## src/rtl/regfile_pkg.sv

```systemverilog
// Shared definitions for the multi-port integer register file.
package regfile_pkg;

  localparam int unsigned REG_ZERO = 0;
  localparam int unsigned REG_A0   = 10;

  typedef logic [4:0]  reg_idx_t;
  typedef logic [31:0] reg_data_t;

endpackage

```

## src/rtl/regfile_scoreboard.sv

```systemverilog
// Per-register pending bits: issue sets, write-back clears, set wins; index 0 never pending.
module regfile_scoreboard
  import regfile_pkg::*;
#(
  parameter int unsigned ADDR_WIDTH = 5,
  parameter int unsigned NUM_READ   = 2
) (
  input  logic                           clk,
  input  logic                           rst,
  input  logic                           issue_en,
  input  logic [ADDR_WIDTH-1:0]          issue_rd,
  input  logic                           wb0_en,
  input  logic [ADDR_WIDTH-1:0]          wb0_rd,
  input  logic                           wb1_en,
  input  logic [ADDR_WIDTH-1:0]          wb1_rd,
  input  logic [NUM_READ*ADDR_WIDTH-1:0] rd_addr,
  output logic [NUM_READ-1:0]            rd_pending
);

  localparam int unsigned DEPTH = 2 ** ADDR_WIDTH;

  logic [DEPTH-1:0] pending;
  logic [DEPTH-1:0] set_vec;
  logic [DEPTH-1:0] clr_vec;
  logic [DEPTH-1:0] pending_next;

  always_comb begin
    set_vec = '0;
    clr_vec = '0;
    if (issue_en) set_vec[issue_rd] = 1'b1;
    if (wb0_en)   clr_vec[wb0_rd]   = 1'b1;
    if (wb1_en)   clr_vec[wb1_rd]   = 1'b1;
    // OR-ing the set after the clear lets a new producer supersede the retiring one
    pending_next    = (pending & ~clr_vec) | set_vec;
    pending_next[0] = 1'b0;
  end

  always_ff @(posedge clk) begin
    if (rst) pending <= '0;
    else     pending <= pending_next;
  end

  for (genvar g = 0; g < NUM_READ; g++) begin : g_lookup
    logic [ADDR_WIDTH-1:0] addr;
    assign addr          = rd_addr[g*ADDR_WIDTH +: ADDR_WIDTH];
    assign rd_pending[g] = (addr == ADDR_WIDTH'(REG_ZERO)) ? 1'b0 : pending[addr];
  end

endmodule

```

## src/rtl/regfile_mp.sv

```systemverilog
// Multi-read, dual write-back register file with pending scoreboard.
// Define REGFILE_BYPASS_EN to forward same-cycle write-back data to the read ports.
module regfile_mp
  import regfile_pkg::*;
#(
  parameter int unsigned DATA_WIDTH = 32,
  parameter int unsigned ADDR_WIDTH = 5,
  parameter int unsigned NUM_READ   = 2
) (
  input  logic                           clk,
  input  logic                           rst,
  input  logic [NUM_READ*ADDR_WIDTH-1:0] rd_addr,
  output logic [NUM_READ*DATA_WIDTH-1:0] rd_data,
  output logic [NUM_READ-1:0]            rd_busy,
  input  logic                           issue_en,
  input  logic [ADDR_WIDTH-1:0]          issue_rd,
  input  logic                           wb0_en,
  input  logic [ADDR_WIDTH-1:0]          wb0_rd,
  input  logic [DATA_WIDTH-1:0]          wb0_data,
  input  logic                           wb1_en,
  input  logic [ADDR_WIDTH-1:0]          wb1_rd,
  input  logic [DATA_WIDTH-1:0]          wb1_data,
  output logic [DATA_WIDTH-1:0]          a0
);

  localparam int unsigned DEPTH = 2 ** ADDR_WIDTH;
  localparam logic [ADDR_WIDTH-1:0] IDX_ZERO = ADDR_WIDTH'(REG_ZERO);

  logic [DATA_WIDTH-1:0] regs [DEPTH];
  logic [NUM_READ-1:0]   rd_pending;

  // WB1 is written last so it wins on a same-index collision
  always_ff @(posedge clk) begin
    if (rst) begin
      regs <= '{default: '0};
    end else begin
      if (wb0_en && wb0_rd != IDX_ZERO) regs[wb0_rd] <= wb0_data;
      if (wb1_en && wb1_rd != IDX_ZERO) regs[wb1_rd] <= wb1_data;
    end
  end

  regfile_scoreboard #(
    .ADDR_WIDTH (ADDR_WIDTH),
    .NUM_READ   (NUM_READ)
  ) u_scoreboard (
    .clk        (clk),
    .rst        (rst),
    .issue_en   (issue_en),
    .issue_rd   (issue_rd),
    .wb0_en     (wb0_en),
    .wb0_rd     (wb0_rd),
    .wb1_en     (wb1_en),
    .wb1_rd     (wb1_rd),
    .rd_addr    (rd_addr),
    .rd_pending (rd_pending)
  );

  for (genvar g = 0; g < NUM_READ; g++) begin : g_read
    logic [ADDR_WIDTH-1:0] addr;
    logic [DATA_WIDTH-1:0] data;
    logic                  busy;

    assign addr = rd_addr[g*ADDR_WIDTH +: ADDR_WIDTH];

    always_comb begin
      data = (addr == IDX_ZERO) ? '0 : regs[addr];
      busy = rd_pending[g];
`ifdef REGFILE_BYPASS_EN
      if (addr != IDX_ZERO) begin
        if (wb1_en && wb1_rd == addr)      data = wb1_data;
        else if (wb0_en && wb0_rd == addr) data = wb0_data;
        if (((wb0_en && wb0_rd == addr) || (wb1_en && wb1_rd == addr)) &&
            !(issue_en && issue_rd == addr))
          busy = 1'b0;
      end
`endif
    end

    assign rd_data[g*DATA_WIDTH +: DATA_WIDTH] = data;
    assign rd_busy[g]                          = busy;
  end

  assign a0 = regs[ADDR_WIDTH'(REG_A0)];

endmodule

```

## config.mk

```make
export PLATFORM = sky130hd
export DESIGN_NAME = regfile_mp
export DESIGN_NICKNAME = d
export VERILOG_FILES = /design/src/rtl/regfile_pkg.sv /design/src/rtl/regfile_scoreboard.sv /design/src/rtl/regfile_mp.sv
export SDC_FILE = /design/constraint.sdc
export NUM_CORES = 2
export LEC_CHECK = 0
export BUFFER_PORTS_ARGS = -buffer_cell sky130_fd_sc_hd__buf_2
export CORE_MARGIN = 1
export CORE_UTILIZATION = 25
export DETAILED_ROUTE_END_ITERATION = 8
export HOLD_SLACK_MARGIN = 0.12
export SLEW_MARGIN = 10
export SYNTH_ARGS = -nofsm -noshare
export SYNTH_HDL_FRONTEND = slang
export SYNTH_SLANG_ARGS = --single-unit
```

## constraint.sdc

```tcl
create_clock -name clk -period 2.6 [get_ports clk]
set_input_delay 0.52 -clock clk [delete_from_list [all_inputs] [get_ports clk]]
set_output_delay 0.52 -clock clk [all_outputs]
set_load 0.01 [all_outputs]
```

==> results.toml <==
[die]
initial_core_util_pct = 25.2
placement_rows = 184
dieArea_um2 = 256000
fp.dieW_um = 506
floorplan.die.height_um = 506
floorplan.io_pins = 192
design.core.area_um2 = 252000

[critical_path]
crit_required_ns = 2.08
critical_path_peak_fanout = 2
critical_path_class = "reg2out"
startpoint_type = "flip-flop"
worst_setup_path_end_kind = "output pin"
worstPathArrival_ns = 2.66

[sta]
report.final.hold_viol_count = 0
slew_violations = 0
setup_total_negative_slack_ns = -27.76
max-slew-margin-rel_pct = 17.4
setup_viol = 66
timing.final.ws_setup_ns = -0.581
final_period_minus_worst_setup_slack_ns = 3.18
layout_worst_path_cycle_share_pct = 122
fin_skew_ns = 0
rsz0062_at_grt = "true"
worstMarginPinSlew_ns = 1.24
fmax_ghz = 0.314

[run_status]
violated_checks = "DRC, setup timing"
outcome = "complete, but fails checks"

[place]
place_congestion = 0.969
dp_hpwl_um = 208000
post-place-cells = 10200
io_buffer_count = 191

[hold_path]
min_path_type = "in2reg"

[route]
detailedRoute.firstPassIterationCount = 9
wl_per_cell_um = 30.6
dr_total_vias = 64000
routed_via_density = 6.14
count_of_unresolved_drc_violations_after_routing = 14
drt_first_iter_violations = 9481
detail-route-antenna-nets = 0
totalWireLength_um = 319000

[global_route]
overflow = 0
groute.usage.overall_pct = 23.9
global_route_wire_length_before_repair_um = 452000
grt_start_max_net_pins = 96
antenna_found_initial = 49
grt_pass1_vias = 61300

[logic_synthesis]
netlist_instances = 6873
post_synth_instance_area_um2 = 63400
seq_area_frac_synth_pct = 33.3
async_reset_ff_share_pct = 0
synth-main-ff-cell = "sky130_fd_sc_hd__dfxtp_1"
number_of_flip_flops_and_latches_in_the_synthesized_netlist = 1055
synth_fp_nets = 6967
number_of_enable_flip_flop_cells_after_synthesis = 0
postSynthAreaPerCell_um2 = 9.23
synth.distinct_cells = 43
yosys_warnings = 0

[finish]
number_of_filler_cells_placed_in_the_layout = 25200
final_layout_size_suffix_gt1_share_pct = 30.6
mostFrequentLayoutCell = "sky130_fd_sc_hd__nor2_1"
mostFrequentLayoutCells = "sky130_fd_sc_hd__nor2_1, sky130_fd_sc_hd__dfxtp_1, sky130_fd_sc_hd__nand2_1, sky130_fd_sc_hd__mux2i_1, sky130_fd_sc_hd__a211oi_1"
layoutNonFillerInstCount = 10400
layout.nets = 7064
area.growth.synth_to_final_pct = 26.4

[clocking]
root_buffer = "sky130_fd_sc_hd__clkbuf_16"
htree_levels = 3
path_clk_slew_ns = 0.07
clock-sinks = 1055
cts_inserted_buffers = 109
worst_skew_pair.late_latency_ns = 0.77
cts_buffer_depth = 3
hold_buffers = 0
tritoncts = "done"

[pwr]
p_leak_nw = 30.7
worst_ir_drop_vdd_mv = 0.516
power_density_nw_per_um2 = 503

[job]
max_cap_violations = 0
## worst max-delay path, stage by stage (launching register included)
cell and delay, ns:
sky130_fd_sc_hd__dfxtp_1 0.34, sky130_fd_sc_hd__buf_4 0.15, sky130_fd_sc_hd__mux4_2 0.55, sky130_fd_sc_hd__mux2_4 0.31, sky130_fd_sc_hd__o21ai_4 0.16, sky130_fd_sc_hd__a311oi_2 0.11, sky130_fd_sc_hd__buf_2 0.25
## worst paths after layout
path,startpoint,end,slack [ns],depth (start not counted)
worst min-delay path,wb0_data[24],regs[376],0.16,3
worst max-delay path,regs[765],rd_data[61],-0.58,6
worst min register to register,regs[997],regs[997],0.48,1
worst max register to register,a0[0],a0[0],1.58,4
## where the power goes
group	internal (W)	leakage [nW]	total, W	switching [W]
clock network	0.00983	1.87	0.0173	0.00742
logic	0.00241	20.2	0.00630	0.00389
registers	0.0165	8.60	0.0167	0.000255
## state kept, by name (all words and copies together) (netlist names)
| signal | cells |
|---|---|
| regs | 992 |
| u_scoreboard.pending | 31 |
| a0 | 32 |
## metal layers
layer	vias up	GRT usage, %	wire (um)
met5	-	0	279
met4	40	18.6	28500
met3	1383	6.24	37900
met2	4944	36.6	139000
met1	31600	28.6	114000
li1	26100	-	-
## kinds of logic (layout without fill, tap and decap cells)
group	after synthesis	after routing	share of synthesized area [%]
flip-flops	1055	1055	33.3
other	0	12	0
AND/OR/NAND/NOR	2278	2278	15.1
buffers and inverters	975	1162	6.68
multiplexers	1153	1153	27.4
AO/OA/AOI/OAI	1412	1412	17.5
## stage by stage
step | area [um2] | util [%] | total power, W | setup WS, ns | hold slack [ns]
2_1_floorplan | 63400 | - | 0.0198 | 0.0446 | 0.451
3_3_place_gp | 72600 | 28.8 | 0.0224 | -1.18 | 0.463
3_5_place_dp | 72600 | 28.8 | 0.0225 | -1.15 | 0.468
4_1_cts | 78900 | 31.4 | 0.0399 | -0.517 | 0.142
5_1_grt | 80100 | 31.8 | 0.0410 | -0.567 | 0.144
6_report | 80100 | 31.8 | 0.0403 | -0.581 | 0.156
## repair_timing
item / CTS / global route
resized for setup: 556 / 202
setup buffers: 41 / 28
pin swaps: 88 / 70
cloned: 10 / 3
endpoints found under the setup margin: 66 / 66
## Yosys cell counts, types with 4 or more instances
library cell,number,area share (%)
sky130_fd_sc_hd__o21ai_0,93,0.73
sky130_fd_sc_hd__dfxtp_1,1055,33
sky130_fd_sc_hd__nor2_1,1037,6.1
sky130_fd_sc_hd__a221oi_1,45,0.62
sky130_fd_sc_hd__a22oi_1,66,0.78
sky130_fd_sc_hd__and4bb_2,4,0.079
sky130_fd_sc_hd__and4b_1,6,0.095
sky130_fd_sc_hd__nand3_1,392,3.1
sky130_fd_sc_hd__mux4_2,460,16
sky130_fd_sc_hd__nand2_1,689,4.1
sky130_fd_sc_hd__o21ai_1,19,0.15
sky130_fd_sc_hd__buf_4,103,1.2
sky130_fd_sc_hd__buf_1,45,0.27
sky130_fd_sc_hd__a311oi_1,554,7.7
sky130_fd_sc_hd__and2_1,5,0.049
sky130_fd_sc_hd__o2111ai_1,21,0.29
sky130_fd_sc_hd__clkbuf_1,672,4.0
sky130_fd_sc_hd__a32oi_1,36,0.50
sky130_fd_sc_hd__a211oi_1,568,6.7
sky130_fd_sc_hd__a21oi_1,8,0.063
sky130_fd_sc_hd__nor2b_1,107,1.1
sky130_fd_sc_hd__buf_2,152,1.2
sky130_fd_sc_hd__nor3_1,4,0.032
sky130_fd_sc_hd__mux2i_1,625,9.9
sky130_fd_sc_hd__nand2b_1,4,0.039
sky130_fd_sc_hd__nor3b_1,5,0.059
sky130_fd_sc_hd__mux2_2,68,1.2
## layout make-up
type | count | area [um2] | area share [%]
Clock inverter | 47 | 597 | 0.745
Antenna cell | 12 | 30.0 | 0.0375
Sequential cell | 1055 | 21300 | 26.6
Clock buffer | 154 | 3200 | 3.99
Multi-Input combinational cell | 4843 | 40600 | 50.6
Tap cell | 3348 | 4190 | 5.23
Timing Repair Buffer | 958 | 10200 | 12.7
Inverter | 3 | 13.8 | 0.0172
Power figures use the tool's default switching activity.
